File: src/rtl/risc16_mem_arbiter.sv
// ---------------------------------------------------------------------------
// risc16_mem_arbiter
//
// Purpose:
//   Single-port arbiter placed directly in front of RiSC16_memory. It merges
//   the instruction-fetch read port (if_*) and the load/store data port (ls_*)
//   into one memory port. Requests use a req/gnt handshake and are issued
//   through registers. A {valid, port} tag pipeline, matched to the memory
//   read latency, steers mem_dataOut back to the port that issued each read.
//   The data port has priority. A streak limit stops fetch from starving.
//
// Parameters:
//   WORD_LENGTH   - width of data and address.
//   READ_LATENCY  - cycles from the memory sampling an address to valid
//                   dataOut (0 = combinational read, 1 = synchronous read).
//                   Legal range 0..3.
//   MAX_LS_STREAK - maximum consecutive data-port grants while if_req is
//                   pending. Legal range 1..15.
//
// Ports:
//   clk, rst                 - clock (rising edge); async active-low reset
//   if_req/if_addr           - fetch read request, held until granted
//   if_gnt                   - fetch accepted this cycle
//   if_rvalid/if_rdata       - fetch read return (one-cycle pulse)
//   ls_req/ls_we/ls_addr/ls_wdata - data request, held until granted
//   ls_gnt                   - data request accepted this cycle
//   ls_rvalid/ls_rdata       - load return (one-cycle pulse, reads only)
//   mem_address/mem_dataIn/mem_writeEn - registered memory command
//   mem_dataOut              - memory read data
//
// Optional feature (macro RISC16_ARB_STATS_EN):
//   Adds if_stall_cnt / ls_stall_cnt. Each saturating 16-bit counter counts
//   the cycles in which its port requested but was not granted.
// ---------------------------------------------------------------------------
module risc16_mem_arbiter #(
  parameter int WORD_LENGTH   = 16,
  parameter int READ_LATENCY  = 1,
  parameter int MAX_LS_STREAK = 4
) (
  input  logic                   clk,
  input  logic                   rst,
  input  logic                   if_req,
  input  logic [WORD_LENGTH-1:0] if_addr,
  output logic                   if_gnt,
  output logic                   if_rvalid,
  output logic [WORD_LENGTH-1:0] if_rdata,
  input  logic                   ls_req,
  input  logic                   ls_we,
  input  logic [WORD_LENGTH-1:0] ls_addr,
  input  logic [WORD_LENGTH-1:0] ls_wdata,
  output logic                   ls_gnt,
  output logic                   ls_rvalid,
  output logic [WORD_LENGTH-1:0] ls_rdata,
  output logic [WORD_LENGTH-1:0] mem_address,
  output logic [WORD_LENGTH-1:0] mem_dataIn,
  output logic                   mem_writeEn,
  input  logic [WORD_LENGTH-1:0] mem_dataOut
`ifdef RISC16_ARB_STATS_EN
  ,
  output logic [15:0]            if_stall_cnt,
  output logic [15:0]            ls_stall_cnt
`endif
);

  // One tag entry per cycle between the grant edge and the data return.
  localparam int TAG_DEPTH = READ_LATENCY + 1;
  localparam logic [3:0] LP_MAX_STREAK = 4'(MAX_LS_STREAK);

  logic [3:0]             r_streak;
  logic                   w_streakFull;
  logic                   w_ifGnt;
  logic                   w_lsGnt;

  logic [WORD_LENGTH-1:0] r_memAddress;
  logic [WORD_LENGTH-1:0] r_memDataIn;
  logic                   r_memWriteEn;

  logic [TAG_DEPTH-1:0]   r_tagValid;
  logic [TAG_DEPTH-1:0]   r_tagIsLs;
  logic                   w_newTagValid;
  logic                   w_retValid;
  logic                   w_retIsLs;
  logic                   w_ifRvalid;
  logic                   w_lsRvalid;

  logic [WORD_LENGTH-1:0] r_ifRdataHold;
  logic [WORD_LENGTH-1:0] r_lsRdataHold;

  // Arbitration: the data port wins unless fetch is pending and the data
  // port has already taken MAX_LS_STREAK grants in a row.
  assign w_streakFull = (r_streak >= LP_MAX_STREAK);
  assign w_lsGnt      = ls_req && (!if_req || !w_streakFull);
  assign w_ifGnt      = if_req && !w_lsGnt;
  assign if_gnt       = w_ifGnt;
  assign ls_gnt       = w_lsGnt;

  // Streak counter: counts data grants that bypassed a waiting fetch.
  // It clears once fetch wins or stops asking, and saturates at the limit.
  always_ff @(posedge clk or negedge rst) begin
    if (!rst) begin
      r_streak <= '0;
    end else if (!if_req || w_ifGnt) begin
      r_streak <= '0;
    end else if (w_lsGnt && !w_streakFull) begin
      r_streak <= r_streak + 4'd1;
    end
  end

  // Issue registers. writeEn is a single-cycle strobe. Address and dataIn
  // hold when nothing is granted, so the memory bus stays quiet.
  always_ff @(posedge clk or negedge rst) begin
    if (!rst) begin
      r_memAddress <= '0;
      r_memDataIn  <= '0;
      r_memWriteEn <= 1'b0;
    end else begin
      r_memWriteEn <= 1'b0;
      if (w_lsGnt) begin
        r_memAddress <= ls_addr;
        r_memDataIn  <= ls_wdata;
        r_memWriteEn <= ls_we;
      end else if (w_ifGnt) begin
        r_memAddress <= if_addr;
      end
    end
  end

  assign mem_address = r_memAddress;
  assign mem_dataIn  = r_memDataIn;
  assign mem_writeEn = r_memWriteEn;

  // Tag pipeline. Writes and idle cycles push an invalid entry, so the
  // pipeline output lines up exactly with the memory read latency.
  assign w_newTagValid = w_ifGnt || (w_lsGnt && !ls_we);

  always_ff @(posedge clk or negedge rst) begin
    if (!rst) begin
      r_tagValid <= '0;
      r_tagIsLs  <= '0;
    end else begin
      r_tagValid <= TAG_DEPTH'({r_tagValid, w_newTagValid});
      r_tagIsLs  <= TAG_DEPTH'({r_tagIsLs, w_lsGnt});
    end
  end

  assign w_retValid = r_tagValid[TAG_DEPTH-1];
  assign w_retIsLs  = r_tagIsLs[TAG_DEPTH-1];
  assign w_ifRvalid = w_retValid && !w_retIsLs;
  assign w_lsRvalid = w_retValid && w_retIsLs;
  assign if_rvalid  = w_ifRvalid;
  assign ls_rvalid  = w_lsRvalid;

  // The returning port sees mem_dataOut directly. The other port keeps the
  // last data it received.
  always_ff @(posedge clk or negedge rst) begin
    if (!rst) begin
      r_ifRdataHold <= '0;
      r_lsRdataHold <= '0;
    end else begin
      if (w_ifRvalid) r_ifRdataHold <= mem_dataOut;
      if (w_lsRvalid) r_lsRdataHold <= mem_dataOut;
    end
  end

  assign if_rdata = w_ifRvalid ? mem_dataOut : r_ifRdataHold;
  assign ls_rdata = w_lsRvalid ? mem_dataOut : r_lsRdataHold;

`ifdef RISC16_ARB_STATS_EN
  logic [15:0] r_ifStallCnt;
  logic [15:0] r_lsStallCnt;

  // Stall statistics: cycles in which a port was requesting but not granted.
  always_ff @(posedge clk or negedge rst) begin
    if (!rst) begin
      r_ifStallCnt <= '0;
      r_lsStallCnt <= '0;
    end else begin
      if (if_req && !w_ifGnt && (r_ifStallCnt != 16'hFFFF))
        r_ifStallCnt <= r_ifStallCnt + 16'd1;
      if (ls_req && !w_lsGnt && (r_lsStallCnt != 16'hFFFF))
        r_lsStallCnt <= r_lsStallCnt + 16'd1;
    end
  end

  assign if_stall_cnt = r_ifStallCnt;
  assign ls_stall_cnt = r_lsStallCnt;
`endif

endmodule

File: config.mk
export PLATFORM = sky130hd
export DESIGN_NAME = risc16_mem_arbiter
export DESIGN_NICKNAME = d
export VERILOG_FILES = /design/src/rtl/risc16_mem_arbiter.sv
export SDC_FILE = /design/constraint.sdc
export NUM_CORES = 1
export LEC_CHECK = 0
export CAP_MARGIN = 20
export CORE_ASPECT_RATIO = 0.8
export CORE_MARGIN = 2
export CORE_UTILIZATION = 25
export DETAILED_ROUTE_END_ITERATION = 12
export DONT_BUFFER_PORTS = 1
export GPL_ROUTABILITY_DRIVEN = 0
export GPL_TIMING_DRIVEN = 0
export SLEW_MARGIN = 20
export SYNTH_ARGS = -nofsm -noshare
export SYNTH_HDL_FRONTEND = slang
export SYNTH_SLANG_ARGS = --single-unit
File: constraint.sdc
create_clock -name clk -period 1.37 [get_ports clk]
set_input_delay 0.274 -clock clk [delete_from_list [all_inputs] [get_ports clk]]
set_output_delay 0.274 -clock clk [all_outputs]
set_load 0.02 [all_outputs]
* Word-level counts from Yosys, hierarchy flattened
Index checks and enable logic that the tools add are counted.
** Word-level totals
- Flip-flop bits (word level) :: 73
- Input port bits :: 69
** Operators by class
- $add $sub $neg :: 1
- Magnitude comparators :: 1
- Mux-type cells :: 7
- Reduce and logical (&&, ||, !) cells :: 16
** Operators with widths (count)
- two-way mux 16 bit :: 4
- two-way mux 4 bit :: 2
- logical AND 1 bit :: 6
- logical NOT 1 bit :: 5
- adder 4 x 1 -> 4 bit, second input constant :: 1
- >= comparator 4 x 3 -> 1 bit, second input constant :: 1
- nonzero test 2 bit :: 2
- logical OR 1 bit :: 3
- two-way mux 1 bit :: 1

* Logic depth before layout (Yosys ltp)
- Word-level depth :: 8
- Mapped depth :: 5
- Mapped depth without buffers :: 4

* Least setup slack after synthesis
OpenSTA, ideal clock, no wires.
- Path type :: reg-to-output
- From :: register r_tagIsLs[1]
- To :: output port if_rdata[10]
- Arrival :: 1249 ps
- Required time :: 1096 ps
- Path slack :: -153 ps
- Stages on the path, launching flop included :: 5
- Cell sequence :: dfrtp_1 -> nor2b_1 -> buf_2 -> buf_4 -> mux2_2
** Between the ends
- Word-level cells in the longest chain between the ends :: 3
** RTL lines
- start: declaration :: RTL line 79 : logic [TAG_DEPTH-1:0] r_tagIsLs;
- start signal: assignment :: RTL line 142 : r_tagIsLs <= TAG_DEPTH'({r_tagIsLs, w_lsGnt});
- logical NOT 1 bit :: RTL line 148 : assign w_ifRvalid = w_retValid && !w_retIsLs;
- logical AND 1 bit :: RTL line 148
- net if_rvalid :: RTL line 45 : output logic if_rvalid,
- two-way mux 16 bit :: RTL line 165 : assign if_rdata = w_ifRvalid ? mem_dataOut : r_ifRdataHold;
- end: declaration :: RTL line 46 : output logic [WORD_LENGTH-1:0] if_rdata,
The timed path passes the listed nets, and every way through them passes these cells.

* Worst setup path after layout
- From :: register r_tagIsLs[1]
- To :: output port if_rdata[13]
The elaborated chain is that of the path after synthesis.

==> impl_metrics.yaml <==
run_status:
  status: "finished, violations left"
  violations: "negative hold slack, negative setup slack"
power:
  seq_power_share_pct: 42.4
  switching_share_pct: 25.7
  ir_drop_mv: 0.859
  comb_power_share_pct: 15.9
  p_per_area_mw_per_mm2: 1700
  p_switching_w: 0.00165
  leakage_nw: 1.74
  pwr-share-clk_pct: 41.6
  p_int_w: 0.00478
sta:
  setup_tns_ns: -11.45
  grt_setup_unrepaired: "yes"
  fmax_mhz: 560
  setup_viol: 44
  hold_ws_ns: -0.364
  layout_min_cycle_time_ns: 1.79
  min_period_over_period_pct: 130
  worst_slack_ns: -0.415
  skew_ns: 0.00473
  maxSlewViolCount: 0
  hold_viol: 73
floorplanning:
  core_region_area_mm2: 0.0108
  rows: 34
  initial_core_util_pct: 25.7
  dieArea_mm2: 0.0120
  dieHeight_um: 98.4
  fp.dieW_um: 122
  ios: 138
synthesis:
  synth_area_mm2: 0.00278
  yosysSeqAreaShare_pct: 65.6
  postSynthNetCount: 247
  synthCells: 177
  synthTopCellsByArea: "dfrtp_1 66%, mux2_2 19%, a221o_1 5.8%"
  synth_top_area_share_pct: 65.6
  yosysWarnings: 0
  ys_ff_latch: 73
  synth_top_area_cell: "dfrtp_1"
  ys_types: 22
  synth_area_per_cell_um2: 15.7
finish:
  drive_gt1_share_pct: 45.2
  most-common-layout-cells: "73 x dfrtp_1, 32 x mux2_4, 16 x a221o_1, 16 x mux2_2, 15 x and2_1"
  fin_util_pct: 34.9
  final_cell_area_mm2: 0.00379
  final-seq-area_mm2: 0.00183
  multi_input_area_mm2: 0.00105
  final_nets: 275
  final_cells: 355
  final_common_cell: "dfrtp_1"
  syn2layout_area_growth_pct: 36.2
  fillers: 1051
drt:
  drt-wirelength-per-cell_um: 18.1
  route.vias.total: 1602
  drc: 0
  first_pass_iters: 3
  routed_via_density: 4.51
  drt_iter0_drc: 81
  antenna_left: 0
  routed_wl_um: 6420
job:
  maxCapViolCount: 0
clocking:
  cts_tree: "built"
  clk_transition_reported_paths_ns: 0.06
  clock_path_buffers: 2
  cts_buffers: 9
  numClockSinks: 73
  cts.htree.levels: 3
  clockRootBuffer: "clkbuf_16"
  clkLatencyLatePin_ns: 0.33
worst_setup_path:
  critical_path_buf_inv_count: 2
  end_kind: "output port"
  path_max_fanout: 6
  rr_worst_depth: 5
  slowest_delay_ns: 0.42
  crit_start: "r_tagIsLs[1]"
  worstSetupPathDepth: 4
  crit_end: "if_rdata[13]"
  startpoint_type: "flip-flop"
  critPathRequiredTime_ns: 1.10
  cp_cell_sequence: "nor2b_4, buf_6, buf_12, mux2_4"
  cp_slowest_cell: "dfrtp_1"
  rr_endpoint: "mem_dataIn[12]"
  r2r_slack_ns: -0.02
  timing.rr.start: "r_streak[3]"
  cpLargestDelayFamily: "flip-flops"
  criticalPathCategory: "flip-flop to output port"
  critical_path_arrival_ns: 1.51
grt:
  track_usage_pct: 10.7
  grt_max_degree: 74
  antenna_found_initial: 1
  grt_pass1_vias: 1716
  grt_pass1_wl_um: 9340
  overflow: 0
place:
  detailed_place_hpwl_um: 4210
  port_buffers: 0
  place_area_mm2: 0.00302
  dp.cells: 321
  dp_worst_setup_slack_ns: -0.188
min_path:
  worstHoldPathType: "input pin to async pin"
per-layer routing:
layer / vias up / GRT usage, % / part of all wire (%) / wire length, um
met5: - / 0 / 0 / 0
met4: 0 / 4.24 / 1.5 / 95
met3: 6 / 7.30 / 11 / 727
met2: 91 / 16.2 / 47 / 3000
met1: 811 / 11.7 / 40 / 2600
li1: 694 / - / - / -
power by group through the flow:
stage	clock network, W	registers, W	logic [W]
final	0.00268	0.00273	0.00102
after global routing	0.00288	0.00276	0.00109
after CTS	0.00277	0.00273	0.00101
after detailed placement	0	0.00275	0.000811
after global placement	0	0.00275	0.000791
after floorplan	0	0.00271	0.000706
repair_timing:
| item | in CTS | in global routing |
|---|---|---|
| pin swaps | 5 | 13 |
| gates cloned | 2 | 3 |
| endpoints found under the setup margin | 64 | 65 |
| buffers inserted | 13 | 1 |
| hold endpoints to repair | 73 | 73 |
| resized for setup | 49 | 5 |
stage by stage:
stage	hold slack [ns]	total power, W
2_1_floorplan	-0.0216	0.00342
3_3_place_gp	-0.0199	0.00354
3_5_place_dp	-0.0196	0.00357
4_1_cts	-0.382	0.00651
5_1_grt	-0.390	0.00672
6_report	-0.364	0.00643
registers in the layout, indices dropped and copies added (netlist names):
register	flops
mem_address	16
mem_dataIn	16
r_ifRdataHold	16
r_lsRdataHold	16
r_streak	4
r_tagIsLs	2
r_tagValid	2
mem_writeEn	1
worst min path at each step:
stage | startpoint | end | slack (ns) | depth (start not counted)
after floorplan | rst | mem_address[0] | -0.02 | 0
after global placement | rst | r_lsRdataHold[8] | -0.02 | 0
after detailed placement | rst | r_ifRdataHold[8] | -0.02 | 0
after CTS | rst | r_ifRdataHold[8] | -0.38 | 0
after global routing | rst | r_ifRdataHold[14] | -0.39 | 0
final | rst | r_ifRdataHold[14] | -0.36 | 0
kinds of logic (layout without fill, tap and decap cells):
| family | after synthesis | after routing | share of synthesized area, % |
|---|---|---|---|
| xor+xnor | 1 | 1 | 0.315 |
| other cells | 1 | 2 | 0.135 |
| fa+ha+maj | 1 | 1 | 0.449 |
| compound gates | 18 | 18 | 6.47 |
| mux | 48 | 48 | 19.4 |
| buf+inv | 9 | 42 | 1.89 |
| simple gates | 26 | 26 | 5.71 |
| flops | 73 | 73 | 65.6 |
area by class of cell:
| type | count | area share, % |
|---|---|---|
| inverters | 2 | 0.495 |
| diodes | 1 | 0.0660 |
| multi-input cells | 95 | 27.8 |
| clock buffers | 10 | 6.30 |
| flip-flops and latches | 73 | 48.2 |
| repair buffers | 18 | 7.36 |
| well taps | 144 | 4.75 |
| plain buffers | 6 | 2.24 |
| clock inverters | 6 | 2.77 |
synthesized netlist by cell type (all sizes together):
library cell  count
dfrtp            73
mux2             48
a221o            16
and2             16
buf               6
and3              3
nor2              3
inv               2
nand2             2
a21boi            1
clkbuf            1
conb              1
ha                1
nor2b             1
nor3b             1
o21ai             1
xor2              1
worst register-to-register path, cell delays in order, from the launching register on:
cell and delay (ns):
dfrtp_1 0.41, o21ai_2 0.21, nand2_4 0.10, buf_6 0.15, clkbuf_16 0.15, mux2_2 0.26
No activity file was read; power rests on OpenSTA's default activity.
